$ cat config.mk
export PLATFORM = sky130hd
export DESIGN_NAME = seq_detector_prog
export DESIGN_NICKNAME = d
export VERILOG_FILES = /design/src/rtl/seq_detector_prog.sv
export SDC_FILE = /design/constraint.sdc
export NUM_CORES = 1
export LEC_CHECK = 0
export CAP_MARGIN = 20
export CORE_ASPECT_RATIO = 2
export CORE_MARGIN = 3
export CORE_UTILIZATION = 40
export CTS_BUF_LIST = sky130_fd_sc_hd__clkbuf_16
export DETAILED_ROUTE_END_ITERATION = 7
export GPL_TIMING_DRIVEN = 1
export SYNTH_ARGS = -nofsm -noshare
export SYNTH_HDL_FRONTEND = slang
export SYNTH_SLANG_ARGS = --single-unit
export TNS_END_PERCENT = 100
$ cat constraint.sdc
create_clock -name clk -period 4.3 [get_ports clk]
set_clock_uncertainty 0.15 [all_clocks]
set_input_delay 0.645 -clock clk [delete_from_list [all_inputs] [get_ports clk]]
set_output_delay 0.645 -clock clk [all_outputs]
set_load 0.01 [all_outputs]
$ cat src/rtl/seq_detector_prog.sv
// Runtime-programmable serial bit-pattern detector.
// Pattern and length are loaded with a one-cycle strobe. Serial bits are
// qualified by i_valid. Matching can overlap or not. The block outputs a
// registered match pulse and a saturating match counter.
//
//   state   | meaning
//   --------+---------------------------------------------------
//   UNARMED | no legal pattern loaded; serial input ignored
//   HUNT    | legal pattern loaded, shifting bits, no match now
//   MATCH   | the previous accepted bit completed a match (o=1)
module seq_detector_prog #(
  parameter  int MAX_LEN = 8,
  parameter  int CNT_W   = 8,
  localparam int LEN_W   = $clog2(MAX_LEN + 1)
) (
  input  logic               clk,
  input  logic               n_rst,
  input  logic               load,
  input  logic [MAX_LEN-1:0] pat_in,
  input  logic [LEN_W-1:0]   len_in,
  input  logic               overlap,
  input  logic               i_valid,
  input  logic               i,
  input  logic               clr_cnt,
  output logic               o,
  output logic               armed,
  output logic [CNT_W-1:0]   match_cnt
);

  typedef enum logic [1:0] {
    S_UNARMED = 2'd0,
    S_HUNT    = 2'd1,
    S_MATCH   = 2'd2
  } state_t;

  state_t             state_q, state_d;
  logic [MAX_LEN-1:0] pat_q, hist_q, hist_d;
  logic [LEN_W-1:0]   len_q, fill_q, fill_d;
  logic [CNT_W-1:0]   cnt_q;

  logic               accept;
  logic               len_ok;
  logic [MAX_LEN-1:0] nhist;
  logic [LEN_W-1:0]   nfill;
  logic [MAX_LEN-1:0] len_mask;
  logic               hit;

  assign accept = i_valid && (state_q != S_UNARMED) && !load;
  assign len_ok = (len_in != '0) && (len_in <= LEN_W'(MAX_LEN));
  assign nhist  = {hist_q[MAX_LEN-2:0], i};
  assign nfill  = (fill_q >= LEN_W'(MAX_LEN)) ? fill_q : fill_q + LEN_W'(1);

  // Select only the low len_q history bits for the compare.
  always_comb begin
    len_mask = '0;
    for (int b = 0; b < MAX_LEN; b++) begin
      len_mask[b] = (LEN_W'(b) < len_q);
    end
  end

  // A match needs enough fresh bits and equality on the live window;
  // the UNARMED gate in accept keeps len_q=0 from ever matching.
  assign hit = accept && (nfill >= len_q) && (((nhist ^ pat_q) & len_mask) == '0);

  // Next history/fill: load clears, a non-overlapping match restarts the fill.
  always_comb begin
    hist_d = hist_q;
    fill_d = fill_q;
    if (load) begin
      hist_d = '0;
      fill_d = '0;
    end else if (accept) begin
      hist_d = nhist;
      fill_d = (hit && !overlap) ? '0 : nfill;
    end
  end

  // FSM state register.
  always_ff @(posedge clk or negedge n_rst) begin
    if (!n_rst) state_q <= S_UNARMED;
    else        state_q <= state_d;
  end

  // FSM next-state logic; load overrides everything, including a pending match.
  always_comb begin
    state_d = state_q;
    if (load) begin
      state_d = len_ok ? S_HUNT : S_UNARMED;
    end else begin
      unique case (state_q)
        S_UNARMED: state_d = S_UNARMED;
        S_HUNT:    state_d = hit ? S_MATCH : S_HUNT;
        S_MATCH:   state_d = hit ? S_MATCH : S_HUNT;
        default:   state_d = S_UNARMED;
      endcase
    end
  end

  // FSM outputs decoded straight from the state register.
  always_comb begin
    o     = (state_q == S_MATCH);
    armed = (state_q != S_UNARMED);
  end

  // Pattern, length, history and fill registers.
  always_ff @(posedge clk or negedge n_rst) begin
    if (!n_rst) begin
      pat_q  <= '0;
      len_q  <= '0;
      hist_q <= '0;
      fill_q <= '0;
    end else begin
      if (load) begin
        pat_q <= pat_in;
        len_q <= len_ok ? len_in : '0;
      end
      hist_q <= hist_d;
      fill_q <= fill_d;
    end
  end

  // Saturating match counter; clear beats a coincident match.
  always_ff @(posedge clk or negedge n_rst) begin
    if (!n_rst) begin
      cnt_q <= '0;
    end else if (clr_cnt) begin
      cnt_q <= '0;
    end else if (hit && (cnt_q != {CNT_W{1'b1}})) begin
      cnt_q <= cnt_q + CNT_W'(1);
    end
  end

  assign match_cnt = cnt_q;

endmodule

# Yosys cells after proc, flatten, opt, wreduce, memory -nomap -nowiden
# Index checks and enable logic that the tools add are counted.
[word_totals] ff_bits=33 latchBits=0 ram_bits=0 mem_bits_ro=0 output_inout_bits=10 n_memories=0
[classes] add_sub_neg=2 multipliers=0 n_div=0 order_cmp=11 n_eq_ne=3 shifts=0 muxes=13 n_bitwise=2 reduce_logical=15
[op_table] cell="$mux W4" n=5
[op_table] cell="$lt A3 B4 Y1 const A" n=4
[op_table] cell="$mux W8" n=2
[op_table] cell="$mux W7" n=2
[op_table] cell="$add A8 B1 Y8 const B" n=1
[op_table] cell="$and A8 B8 Y8" n=1
[op_table] cell="$logic_not A8 Y1" n=1
[op_table] cell="$lt A1 B4 Y1 const A" n=2
[op_table] cell="$lt A2 B4 Y1 const A" n=2
[op_table] cell="$ne A8 B8 Y1 const B" n=1
[op_table] cell="$xor A8 B8 Y8" n=1
[op_table] cell="$logic_and A1 B1 Y1" n=7
[op_table] cell="$mux W2" n=3
[op_table] cell="$reduce_bool A2 Y1" n=3
[op_table] cell="$add A4 B1 Y4 const B" n=1
[op_table] cell="$ge A4 B4 Y1" n=1
[op_table] cell="$ge A4 B4 Y1 const B" n=1
[op_table] cell="$le A4 B4 Y1 const B" n=1
[op_table] cell="$reduce_bool A4 Y1" n=1
[op_table] cell="$eq A2 B1 Y1 const B" n=1
[op_table] cell="$eq A2 B2 Y1 const B" n=1
[op_table] cell="$logic_not A1 Y1" n=2
[op_table] cell="$reduce_or A2 Y1" n=1
[op_table] cell="$mux W1" n=1

# Depth between registers and ports, before layout
[logic_depth] ltp_word=9 depth_mapped=11 mapped_depth_nobuf=10

# Worst setup path before layout
# No wires, ideal clock.
[synth_path] path_kind="register to register" start="register fill_q[0]" end="register cnt_q[4], in the netlist match_cnt[4]" t_arrival_ns=2.300 t_required_ns=4.072 setup_slack_ns=1.772 path_stages_with_launch=11 synth_period_minus_slack_ns=2.528 cell_sequence="dfrtp_1 inv_1 ha_1 mux2_2 ha_1 a2111o_1 nand4_2 nand3b_4 buf_6 or3_1 a21oi_1"
[synth_via] elab_chain_cells=7 word_cells_on_any_way=8 classes_between="1 x add/sub; 2 x order compare; 1 x mux; 4 x reduce/logical"
[synth_lines] item="start: declaration" line_no="38" rtl="logic [LEN_W-1:0] len_q, fill_q, fill_d;"
[synth_lines] item="start signal: assignment" line_no="118" rtl="fill_q <= fill_d;"
[synth_lines] item="$add A4 B1 Y4 / $ge A4 B4 Y1 (equally long branches)" line_no="51" rtl="assign nfill = (fill_q >= LEN_W'(MAX_LEN)) ? fill_q : fill_q + LEN_W'(1);"
[synth_lines] item="$mux W4 (*)" line_no="51"
[synth_lines] item="$ge A4 B4 Y1 (*)" line_no="63" rtl="assign hit = accept && (nfill >= len_q) && (((nhist ^ pat_q) & len_mask) == '0);"
[synth_lines] item="$logic_and A1 B1 Y1 (*) (2 in series)" line_no="63"
[synth_lines] item="$logic_and A1 B1 Y1 (*)" line_no="128" rtl="end else if (hit && (cnt_q != {CNT_W{1'b1}})) begin"
[synth_lines] item="$reduce_bool A2 Y1 (no line) (*)"
[synth_lines] item="end signal: assignment" line_no="129" rtl="cnt_q <= cnt_q + CNT_W'(1);"
[synth_lines] item="end: declaration" line_no="39" rtl="logic [CNT_W-1:0] cnt_q;"
# Mark *: on every way between the ends. The rest lies on a longest branch, timed or not.
# A chain may end at the register's enable or synchronous reset.

# Worst setup path in the final report
[layout_path] start="register fill_q[0]" end="register cnt_q[3], in the netlist match_cnt[3]"
# Same word-level chain as after synthesis.

==> impl_metrics.json <==
{
  "synth_cell_types": 38,
  "yosysSeqAreaShare": 0.4545,
  "antennaDiodeCount": 0,
  "cts_tree": "built",
  "post_cts_buffers": 0,
  "cp_data_arrival_time_ps": 2890,
  "power.density_mw_per_mm2": 367.9,
  "root_buffer": "clkbuf_16",
  "wl_um": 4050,
  "layout_commonest_cell": "dfrtp_1",
  "cts_inserted_buffers": 5,
  "initial_core_util": 0.4146,
  "cp-end-kind": "flop",
  "hold_buffers": 0,
  "fin_total_pwr_uw": 847.1,
  "cts_htree_levels": 2,
  "ys_seq_elements": 33,
  "period_share": 0.6618,
  "maxCapViolCount": 0,
  "synthCells": 183,
  "io_pins": 29,
  "hold_class": "reg -> reg",
  "postCtsResizedCells": 0,
  "tns_ps": 0,
  "die-area_mm2": 0.005436,
  "worst_pin_slew_ps": 697.4,
  "first_iter_violations": 20,
  "relSlewSlack": 0.5341,
  "drive_gt1_frac": 0.1368,
  "rsz0062_at_grt": "false",
  "setup-violations-final": 0,
  "drc_errors": 0,
  "vias": 1388,
  "grt_max_degree": 34,
  "placementRows": 34,
  "path_max_fanout": 14,
  "wl_per_cell_um": 15.23,
  "clkTransAtPathRegs_ps": 50,
  "final_cell_mix": "dfrtp_1, clkdlybuf4s50_1, nand2_1",
  "max_clock_freq_mhz": 351.4,
  "area_delta_synth_final_pct": 26.72,
  "fin_nets": 239,
  "overflow": 0,
  "fillerInstances": 397,
  "clock_latency_ps": 280,
  "clock_path_buffers": 2,
  "status": "finished, final reports clean",
  "critical_path_class": "reg -> reg",
  "io_buffers": 28,
  "grt_pass1_wl_um": 6782,
  "ir_drop_mv": 0.3571,
  "antenna_found_initial": 0,
  "first_pass_iters": 4,
  "die_y_um": 101.3,
  "min_period_ps": 2846,
  "coreArea_mm2": 0.004382,
  "ant_nets": 0,
  "hpwl_um": 3005,
  "synthesis.area_mm2": 0.001817,
  "grt_usage": 0.1726,
  "slowest_stage": "or3_2",
  "path_cells": "inv_1 > ha_1 > mux2_2 > ha_1 > a2111o_1 > nand4_2 > nand3b_4 > or3_2 > a21oi_1",
  "postSynthAreaPerCell_um2": 9.928,
  "cp_common_cell": "ha_1",
  "viasPerCell": 5.218,
  "clock-sinks": 33,
  "p_leak_nw": 0.9555,
  "place.gp.congestion": 0.7723,
  "die_x_um": 53.66,
  "max_stage_delay_ps": 490,
  "drv_slew": 0,
  "crit_path_start_kind": "flop",
  "synth_nets": 211,
  "yosys_warnings": 0,
  "hold_viol_final": 0,
  "grt_pass1_vias": 1459,
  "critical_path_required_ps": 4340
}
## stage by stage
step / utilization / setup WS, ps / hold WS [ps] / cells / instance area [µm²]
2_1_floorplan: - / 1772 / 199.4 / 183 / 1817
3_3_place_gp: 0.4863 / 1373 / 373.1 / 258 / 2131
3_5_place_dp: 0.4863 / 1303 / 376.7 / 258 / 2131
4_1_cts: 0.5254 / 1435 / 388.9 / 266 / 2302
5_1_grt: 0.5254 / 1297 / 414.1 / 266 / 2302
6_report: 0.5254 / 1454 / 384.7 / 266 / 2302
## registers in the layout (all words and copies together), names as in the netlist
register   cells
match_cnt      8
pat_q          8
hist_q         7
fill_q         4
len_q          4
state_q        2
## synthesized netlist by cell type (all sizes together)
cell type	count	area, µm²
clkbuf	5	18.77
nor2b	1	6.260
nor4b	1	8.760
nand2b	5	31.28
mux2	9	101.4
nand3b	2	27.53
xor2	6	52.55
a21oi	17	85.08
nor3b	2	15.01
o22ai	4	25.02
nand2	24	90.09
a31o	1	8.760
or3b	1	8.760
or4	3	26.27
a222oi	1	10.01
o31ai	2	15.01
o21ai	9	45.04
ha	9	112.6
a31oi	1	6.260
nand3	8	40.04
a2111o	1	11.26
inv	11	41.29
a211oi	1	12.51
a211o	1	10.01
or3	6	40.03
dfrtp	33	825.8
buf	4	30.03
nand4	2	18.77
and2b	1	8.760
nor2	3	11.26
mux2i	1	10.01
xnor2	6	52.55
nor3	2	10.01
## kinds of logic after synthesis
family                     share of synthesized area
adders and majority gates                    0.06198
muxes                                        0.06130
and+or+nand+nor                               0.1887
buffers and inverters                        0.04959
AOI/OAI and AO/OA                             0.1260
DFF                                           0.4545
xor gates and xnor gates                     0.05785
## routing by layer
| layer | part of all wire | global-route usage | vias to the layer above |
|---|---|---|---|
| li1 | - | - | 691 |
| met1 | 0.38 | 0.1809 | 670 |
| met2 | 0.58 | 0.3160 | 22 |
| met3 | 0.031 | 0.04566 | 5 |
| met4 | 0.016 | 0.05906 | 0 |
| met5 | 0 | 0 | - |
## path summary, 6_finish.rpt
check                                                 to  slack (ps)                  start  depth (start not counted)
min in group asynchronous           len_q[2]$_DFFE_PN0P_         620                  n_rst                          2
max in group asynchronous          hist_q[3]$_DFFE_PN0P_        3070                  n_rst                          2
worst min register to register      pat_q[4]$_DFFE_PN0P_         380   pat_q[4]$_DFFE_PN0P_                          1
worst max register to register  match_cnt[3]$_DFFE_PN0P_        1450  fill_q[0]$_DFFE_PN0P_                          9
worst max-delay path            match_cnt[3]$_DFFE_PN0P_        1450  fill_q[0]$_DFFE_PN0P_                          9
worst min-delay path                pat_q[4]$_DFFE_PN0P_         380   pat_q[4]$_DFFE_PN0P_                          1
## power breakdown
part           switching, mW  total, mW  internal, mW
Clock                  0.137      0.411         0.274
Sequential            0.0155      0.340         0.324
Combinational         0.0454     0.0965        0.0511
## final cells by class
class | count | area [µm²] | area share
sequential | 33 | 825.8 | 0.3587
clock buffer | 5 | 125.1 | 0.05435
multi-input combinational | 130 | 900.9 | 0.3913
clock inverter | 3 | 46.29 | 0.02011
inverter | 11 | 41.29 | 0.01793
timing repair buffer | 30 | 295.3 | 0.1283
tap | 54 | 67.56 | 0.02935
## worst max-delay path: cells and delay by family (launching register included)
family / cells / cell delay, ps
and+or+nand+nor: 3 / 900
AOI/OAI and AO/OA: 2 / 310
adders and majority gates: 2 / 570
DFF: 1 / 470
muxes: 1 / 280
buffers and inverters: 1 / 80
Note: power is estimated with default switching activity, not from simulation.
